`src/rtl/bus_master_port.sv`:
```
// bus_master_port: initiator side of the CPU word-wide memory bus.
// Accepts one read or write request at a time from the core, drives registered
// bus strobes/address/data, holds them through waitrequest stalls, and reports
// completion (cpu_done) or timeout (cpu_done + cpu_error). Exactly one transfer
// is outstanding; a one-cycle strobe-low RECOVER phase separates transfers.
module bus_master_port #(
  parameter int TIMEOUT_CYCLES = 32
) (
  input  logic        clk,
  input  logic        reset_n,
  input  logic        cpu_read,
  input  logic        cpu_write,
  input  logic [31:0] cpu_address,
  input  logic [31:0] cpu_writedata,
  input  logic [3:0]  cpu_byteenable,
  output logic        cpu_busy,
  output logic        cpu_done,
  output logic        cpu_error,
  output logic [31:0] cpu_readdata,
  output logic [31:0] bus_address,
  output logic        bus_read,
  output logic        bus_write,
  output logic [31:0] bus_writedata,
  output logic [3:0]  bus_byteenable,
  input  logic        bus_waitrequest,
  input  logic [31:0] bus_readdata
);

  // Stall counter is just wide enough to hold TIMEOUT_CYCLES; at least one bit
  // so a disabled timeout still yields a legal vector.
  localparam int CNT_W = (TIMEOUT_CYCLES < 1) ? 1 : $clog2(TIMEOUT_CYCLES + 1);
  localparam bit TIMEOUT_EN = (TIMEOUT_CYCLES != 0);
  localparam logic [CNT_W-1:0] CNT_MAX = '1;
  localparam logic [CNT_W-1:0] CNT_ONE = CNT_W'(1);
  // The abort fires on the stalled edge that would bring the count up to
  // TIMEOUT_CYCLES, i.e. when the count already equals TIMEOUT_CYCLES-1.
  localparam logic [CNT_W-1:0] CNT_LAST =
    (TIMEOUT_CYCLES < 1) ? '0 : CNT_W'(TIMEOUT_CYCLES - 1);

  // Word-align mask applied to the incoming byte address.
  localparam logic [31:0] WORD_MASK = 32'hFFFF_FFFC;

  typedef enum logic [1:0] {
    ST_IDLE    = 2'd0,
    ST_ACCESS  = 2'd1,
    ST_RECOVER = 2'd2
  } state_t;

  state_t           state_reg;
  logic [CNT_W-1:0] stall_cnt_reg;
  logic             timeout_hit;
  logic             cpu_request;

  assign cpu_request = cpu_read | cpu_write;

  // Abort condition: only meaningful while stalled in ACCESS; completion
  // (waitrequest low) is checked first in the FSM so it wins on a tie.
  assign timeout_hit = TIMEOUT_EN && (stall_cnt_reg == CNT_LAST);

  // The core sees the port busy for the whole transfer including RECOVER.
  assign cpu_busy = (state_reg != ST_IDLE);

  // Transfer FSM with all bus and core-side outputs registered.
  always_ff @(posedge clk or negedge reset_n) begin
    if (!reset_n) begin
      state_reg      <= ST_IDLE;
      stall_cnt_reg  <= '0;
      cpu_done       <= 1'b0;
      cpu_error      <= 1'b0;
      cpu_readdata   <= '0;
      bus_address    <= '0;
      bus_read       <= 1'b0;
      bus_write      <= 1'b0;
      bus_writedata  <= '0;
      bus_byteenable <= '0;
    end else begin
      // Status pulses last exactly one cycle (the RECOVER cycle).
      cpu_done  <= 1'b0;
      cpu_error <= 1'b0;

      case (state_reg)
        ST_IDLE: begin
          if (cpu_request) begin
            bus_address    <= cpu_address & WORD_MASK;
            bus_writedata  <= cpu_writedata;
            bus_byteenable <= cpu_byteenable;
            // Write has priority; exactly one strobe is raised.
            bus_write      <= cpu_write;
            bus_read       <= ~cpu_write;
            stall_cnt_reg  <= '0;
            state_reg      <= ST_ACCESS;
          end
        end

        ST_ACCESS: begin
          if (!bus_waitrequest) begin
            if (bus_read) begin
              cpu_readdata <= bus_readdata;
            end
            bus_read  <= 1'b0;
            bus_write <= 1'b0;
            cpu_done  <= 1'b1;
            state_reg <= ST_RECOVER;
          end else if (timeout_hit) begin
            // Abort: readdata keeps its previous value.
            bus_read  <= 1'b0;
            bus_write <= 1'b0;
            cpu_done  <= 1'b1;
            cpu_error <= 1'b1;
            state_reg <= ST_RECOVER;
          end else if (stall_cnt_reg != CNT_MAX) begin
            stall_cnt_reg <= stall_cnt_reg + CNT_ONE;
          end
        end

        ST_RECOVER: begin
          // Guaranteed strobe-low cycle before the next request is sampled.
          state_reg <= ST_IDLE;
        end

        default: begin
          state_reg <= ST_IDLE;
          bus_read  <= 1'b0;
          bus_write <= 1'b0;
        end
      endcase
    end
  end

endmodule

```
`config.mk`:
```
export PLATFORM = sky130hd
export DESIGN_NAME = bus_master_port
export DESIGN_NICKNAME = d
export VERILOG_FILES = /design/src/rtl/bus_master_port.sv
export SDC_FILE = /design/constraint.sdc
export NUM_CORES = 1
export LEC_CHECK = 0
export ABC_CLOCK_PERIOD_IN_PS = 1650
export BUFFER_PORTS_ARGS = -buffer_cell sky130_fd_sc_hd__buf_2
export CAP_MARGIN = 0
export CORE_MARGIN = 2
export CORE_UTILIZATION = 41
export CTS_CLUSTER_SIZE = 8
export DETAILED_ROUTE_END_ITERATION = 8
export PLACE_DENSITY = 0.75
export RECOVER_POWER = 100
export SYNTH_ARGS = -nofsm -noshare
export SYNTH_HDL_FRONTEND = slang
export SYNTH_SLANG_ARGS = --single-unit
```
`constraint.sdc`:
```
create_clock -name clk -period 1.65 [get_ports clk]
set_input_delay 0.0825 -clock clk [delete_from_list [all_inputs] [get_ports clk]]
set_output_delay 0.0825 -clock clk [all_outputs]
set_load 0.005 [all_outputs]
```
==> impl_metrics.py, run 1 <==
metrics = {
    "status": {
        "outcome": "finished clean",
    },
    "timing": {
        "finalSetupViolations": 0,
        "fin_crit_ps": 1610,
        "hold_viol": 0,
        "fmax_mhz": 622,
        "tns_ps": 0,
        "setup_slack_ps": 42.7,
        "fin_hold_ws_ps": 77.3,
        "tightest_slew_ps": 845,
        "skew_ps": 11.8,
        "finalCritPeriodShare": 0.974,
        "report.final.slew_viol_count": 0,
        "maxSlewHeadroom": 0.436,
    },
    "synthesis": {
        "syn_area_um2": 4280,
        "ys_seq_area_frac": 0.643,
        "synth_cell_type_count": 34,
        "syn-instance-count": 266,
        "synth_edf_count": 0,
        "synth_warnings": 0,
        "synth-seq-cells": 110,
        "ys.flop_type": "dfrtp_1",
        "syn_area_per_cell_um2": 16.1,
        "async_reset_ff_frac": 1.00,
    },
    "setup_path": {
        "startpoint": "state_reg[0]$_DFFE_PN0P_",
        "worstRegToRegCells": 4,
        "worstPathMaxFanout": 18,
        "endpoint_kind": "flop",
        "cp_data_required_time_ps": 1880,
        "r2r_slack_ps": 40,
        "start_kind": "flop",
        "critPathKind": "reg -> reg",
        "crit_arrival_ps": 1830,
        "rr_startpoint": "state_reg[0]$_DFFE_PN0P_",
    },
    "cts": {
        "cts_tree": "done",
        "cts_htree_levels": 3,
        "clk_pin_slew_ps": 90,
        "cts.path.max_buffers": 2,
        "cts.sinks": 110,
        "clockRootBuffer": "clkbuf_8",
        "worstSkewPairLatency_ps": 350,
        "cts_made_buffers": 9,
    },
    "hold_path": {
        "hp-class": "in -> reg",
        "hold_depth": 3,
        "hold_start": "bus_waitrequest",
    },
    "cells_and_area": {
        "final_common_cell": "buf_2",
        "final_cell_mix": "buf_2 (144), dfrtp_1 (110), dlygate4sd3_1 (99)",
        "nNetsFinal": 692,
        "drive_gt1_frac": 0.396,
        "reg_top3": "bus_writedata: 32 flops, cpu_readdata: 32 flops, bus_address: 30 flops",
        "fill_cells": 777,
        "area_growth_syn_to_layout_pct": 56.5,
        "num_antenna_cells": 0,
    },
    "detailed_routing": {
        "ant_nets": 0,
        "drt_pre_antenna_iters": 4,
        "drt_iter0_drc": 115,
        "drcViolationCount": 0,
        "wire_per_inst_um": 15.1,
        "vias_per_cell": 4.64,
        "wl_um": 10900,
        "vias": 3374,
    },
    "global_route": {
        "grt_pass1_vias": 3719,
        "grt_pass1_wl_um": 17400,
        "antenna_found_initial": 0,
        "grt_max_degree": 45,
        "grt-ovfl-total": 0,
        "grt_util_all_layers": 0.196,
    },
    "pwr": {
        "p_leak_uw": 0.00309,
        "total_power_uw": 10200,
        "p_per_area_nw_per_um2": 1520,
        "irDropWorstVdd_uv": 692,
    },
    "place": {
        "globalplace.congestion": 0.767,
        "pre_cts_slack_ps": -30.5,
        "place_hpwl_um": 6650,
        "port-buffer-count": 205,
    },
    "job": {
        "cap_violations": 0,
    },
    "die": {
        "io-pin-count": 210,
        "core_um2": 10200,
        "die_y_um": 106,
        "num_rows": 37,
        "start_util": 0.418,
        "dieArea_um2": 11300,
        "die_w_um": 106,
    },
}
worst paths after layout:
path | end
worst max-delay path | bus_address[23]$_DFFE_PN0P_
worst min register to register | bus_writedata[0]$_DFFE_PN0P_
worst max register to register | bus_address[23]$_DFFE_PN0P_
worst min-delay path | cpu_error$_DFF_PN0_
min in group asynchronous | bus_address[18]$_DFFE_PN0P_
max in group asynchronous | bus_address[29]$_DFFE_PN0P_
per-layer routing:
metal,track usage,routed length [um],vias to the layer above
li1,-,-,1578
met1,0.212,4150,1650
met2,0.370,5960,127
met3,0.0423,623,19
met4,0.0714,206,0
met5,0,0,-
report_power, final:
| part | internal (uW) | switching, uW | total (uW) |
|---|---|---|---|
| sequential | 3990 | 677 | 4670 |
| clock | 599 | 862 | 1460 |
| combinational | 2360 | 1720 | 4080 |
cell families (layout without fill, tap and decap cells):
| group | Yosys count | after routing | share of synthesized area |
|---|---|---|---|
| AND/OR/NAND/NOR | 23 | 23 | 0.0377 |
| adder cells (fa/ha/maj) | 1 | 1 | 0.00292 |
| other | 1 | 2 | 0.000876 |
| AO/OA/AOI/OAI | 15 | 15 | 0.0222 |
| flip-flops | 110 | 110 | 0.643 |
| multiplexers | 101 | 101 | 0.265 |
| buffers and inverters | 15 | 339 | 0.0281 |
worst max-delay path: stages (launching register included):
cell	delay, ps
dfrtp_1	430
or2_4	300
nor2_8	220
buf_12	190
mux2_1	350
final cells by class:
cell class	instances	area (um2)	share of cell area
multi-input combinational	142	1420	0.211
timing repair buffer	321	2180	0.325
sequential	110	2750	0.411
clock buffer	12	145	0.0217
tap	136	170	0.0254
inverter	2	7.51	0.00112
clock inverter	4	32.5	0.00486
repair_timing:
| item | in CTS | in global routing |
|---|---|---|
| gates cloned | 1 | 1 |
| pin swaps | 1 | 1 |
| hold buffers | 99 | 0 |
| gates resized for setup | 1 | 2 |
| hold endpoints to repair | 129 | 0 |
| setup buffers | 2 | 3 |
| setup endpoints to repair | 40 | 36 |
Yosys cell counts, drive strengths merged (2+ instances only):
master,instances,area share
a21oi,2,0.0023
and2,2,0.0029
buf,13,0.026
dfrtp,110,0.64
inv,2,0.0018
mux2,99,0.26
mux2i,2,0.0047
nand2,3,0.0026
nand3,2,0.0023
nand4,2,0.0029
nor2,2,0.0056
nor2b,2,0.0029
o21ai,7,0.0082
or2,2,0.0029
through the flow:
| stage | instances | area, um2 | utilization |
|---|---|---|---|
| 2_1_floorplan | 267 | 4280 | - |
| 3_3_place_gp | 605 | 5520 | 0.540 |
| 3_5_place_dp | 605 | 5520 | 0.540 |
| 4_1_cts | 723 | 6740 | 0.659 |
| 5_1_grt | 727 | 6700 | 0.655 |
| 6_report | 727 | 6700 | 0.655 |
No activity file was read; power rests on OpenSTA's default activity.
==> inputs of run 2 (changes only) <==
--- a/config.mk
+++ b/config.mk
@@ -14,6 +14,7 @@
 export DETAILED_ROUTE_END_ITERATION = 8
 export PLACE_DENSITY = 0.75
 export RECOVER_POWER = 100
+export REMOVE_ABC_BUFFERS = 1
 export SYNTH_ARGS = -nofsm -noshare
 export SYNTH_HDL_FRONTEND = slang
 export SYNTH_SLANG_ARGS = --single-unit
==> impl_metrics.py, run 2 (same netlist as run 1, synthesis figures left out) <==
metrics = {
    "cells_and_area": {
        "drive_gt1_frac": 0.375,
        "final_cell_mix": "buf_2 (138), dfrtp_1 (110), dlygate4sd3_1 (99)",
        "final_common_cell": "buf_2",
        "nNetsFinal": 685,
        "utilization": 0.643,
        "area_growth_syn_to_layout_pct": 53.6,
        "reg_top3": "bus_writedata: 32 flops, cpu_readdata: 32 flops, bus_address: 30 flops",
        "fill_cells": 790,
    },
    "setup_path": {
        "r2r_slack_ps": 90,
        "critPathKind": "reg -> reg",
        "rr_endpoint": "bus_address[24]$_DFFE_PN0P_",
        "start_kind": "flop",
        "worstPathMaxFanout": 21,
        "rr_startpoint": "state_reg[1]$_DFFE_PN0P_",
        "worstRegToRegCells": 4,
        "crit_arrival_ps": 1800,
        "endpoint_kind": "flop",
        "cp_data_required_time_ps": 1880,
    },
    "global_route": {
        "grt-busiest-layer": "met2",
        "grt_pass1_vias": 3540,
        "use_met1": 0.214,
        "grt-ovfl-total": 0,
        "grtUsageMet2": 0.366,
        "met3_usage": 0.0270,
        "grt_pass1_wl_um": 17100,
        "grt_max_degree": 111,
        "grt_util_all_layers": 0.193,
        "antenna_found_initial": 1,
    },
    "detailed_routing": {
        "drcViolationCount": 0,
        "ant_nets": 0,
        "vias_per_cell": 4.64,
        "drt_pre_antenna_iters": 4,
        "drt_iter0_drc": 141,
        "wire_per_inst_um": 15.2,
        "wl_um": 11000,
        "vias": 3347,
    },
    "cts": {
        "cts.sinks": 110,
        "cts_tree": "done",
        "clockRootBuffer": "clkbuf_8",
        "worstSkewPairLatency_ps": 360,
        "clk_pin_slew_ps": 100,
        "cts_made_buffers": 9,
        "cts_htree_levels": 3,
        "cts.path.max_buffers": 2,
    },
    "job": {
        "cap_violations": 0,
    },
    "timing": {
        "hold_viol": 0,
        "maxSlewHeadroom": 0.361,
        "fmax_mhz": 639,
        "report.final.slew_viol_count": 0,
        "fin_crit_ps": 1560,
        "setup_slack_ps": 85.8,
        "fin_hold_ws_ps": 75.0,
        "tns_ps": 0,
        "finalSetupViolations": 0,
        "skew_ps": 10.4,
        "finalCritPeriodShare": 0.948,
        "rsz0062_at_grt": "false",
        "tightest_slew_ps": 959,
    },
    "pwr": {
        "p_per_area_nw_per_um2": 1530,
        "irDropWorstVdd_uv": 760,
        "p_leak_uw": 0.00303,
    },
    "hold_path": {
        "min_to": "cpu_error$_DFF_PN0_",
        "hold_depth": 3,
        "hold_start": "bus_waitrequest",
        "hp-class": "in -> reg",
    },
    "die": {
        "start_util": 0.418,
        "dieArea_um2": 11300,
        "die_y_um": 106,
        "num_rows": 37,
        "io-pin-count": 210,
        "core_um2": 10200,
        "die_w_um": 106,
    },
    "place": {
        "place_hpwl_um": 6560,
        "globalplace.congestion": 0.769,
        "pre_cts_slack_ps": 51.5,
        "port-buffer-count": 205,
    },
    "status": {
        "outcome": "finished clean",
    },
}
[run 2: changes by cell type in the layout (fill, tap and decap cells not counted), moves of 3 or more]
| cell | previous run | this run |
|---|---|---|
| buf_2 | 144 | 138 |
| buf_4 | 7 | 3 |
| clkbuf_1 | 63 | 67 |
| buf_12 | 6 | 3 |
| clkinv_2 | 0 | 3 |
[run 2: worst max-delay path by stage]
stage / from / end / slack, ps / cells after the start
CTS: state_reg[1]$_DFFE_PN0P_ / bus_writedata[0]$_DFFE_PN0P_ / 40 / 4
global placement: state_reg[1]$_DFFE_PN0P_ / bus_writedata[28]$_DFFE_PN0P_ / 80 / 4
floorplan: state_reg[1]$_DFFE_PN0P_ / cpu_readdata[0]$_DFFE_PN0P_ / -420 / 3
global route: state_reg[1]$_DFFE_PN0P_ / cpu_readdata[11]$_DFFE_PN0P_ / 20 / 4
finish: state_reg[1]$_DFFE_PN0P_ / bus_address[24]$_DFFE_PN0P_ / 90 / 4
detailed placement: state_reg[1]$_DFFE_PN0P_ / bus_address[21]$_DFFE_PN0P_ / 50 / 4
[run 2: power by group]
group          total [uW]  switching, uW  internal [uW]
sequential           4640            651           3990
clock                1440            854            586
combinational        3960           1740           2220
[run 2: timing repair]
action	in CTS	in global routing
hold buffers	99	0
resized for setup	0	1
endpoints found under the setup margin	0	40
buffers inserted	0	0
hold endpoints to repair	208	0
[run 2: final cells by class]
cell class | count | area, um2 | share of cell area
Antenna cell | 1 | 2.50 | 0.000381
Multi-Input combinational cell | 142 | 1410 | 0.215
Inverter | 2 | 7.51 | 0.00114
Clock buffer | 12 | 145 | 0.0221
Timing Repair Buffer | 314 | 2060 | 0.314
Clock inverter | 4 | 22.5 | 0.00342
Sequential cell | 110 | 2750 | 0.419
Tap cell | 136 | 170 | 0.0259
[run 2: stage by stage]
step           instance area (um2)  total power (uW)  std cells
3_3_place_gp                  5490              8360        604
2_1_floorplan                 4170              6500        254
3_5_place_dp                  5490              8570        604
6_report                      6580             10000        721
5_1_grt                       6580             10700        721
4_1_cts                       6650             10200        719
[run 2: worst max-delay path, cell delays in order (launching register included)]
cell     delay [ps]
dfrtp_1         410
or2_1           290
nor2_8          170
buf_12          190
mux2_1          370
[run 2: per-layer routing]
layer,vias to the layer above,share of wire
met1,1649,0.39
met4,0,0.022
met3,16,0.047
met2,115,0.55
li1,1567,-
met5,-,0
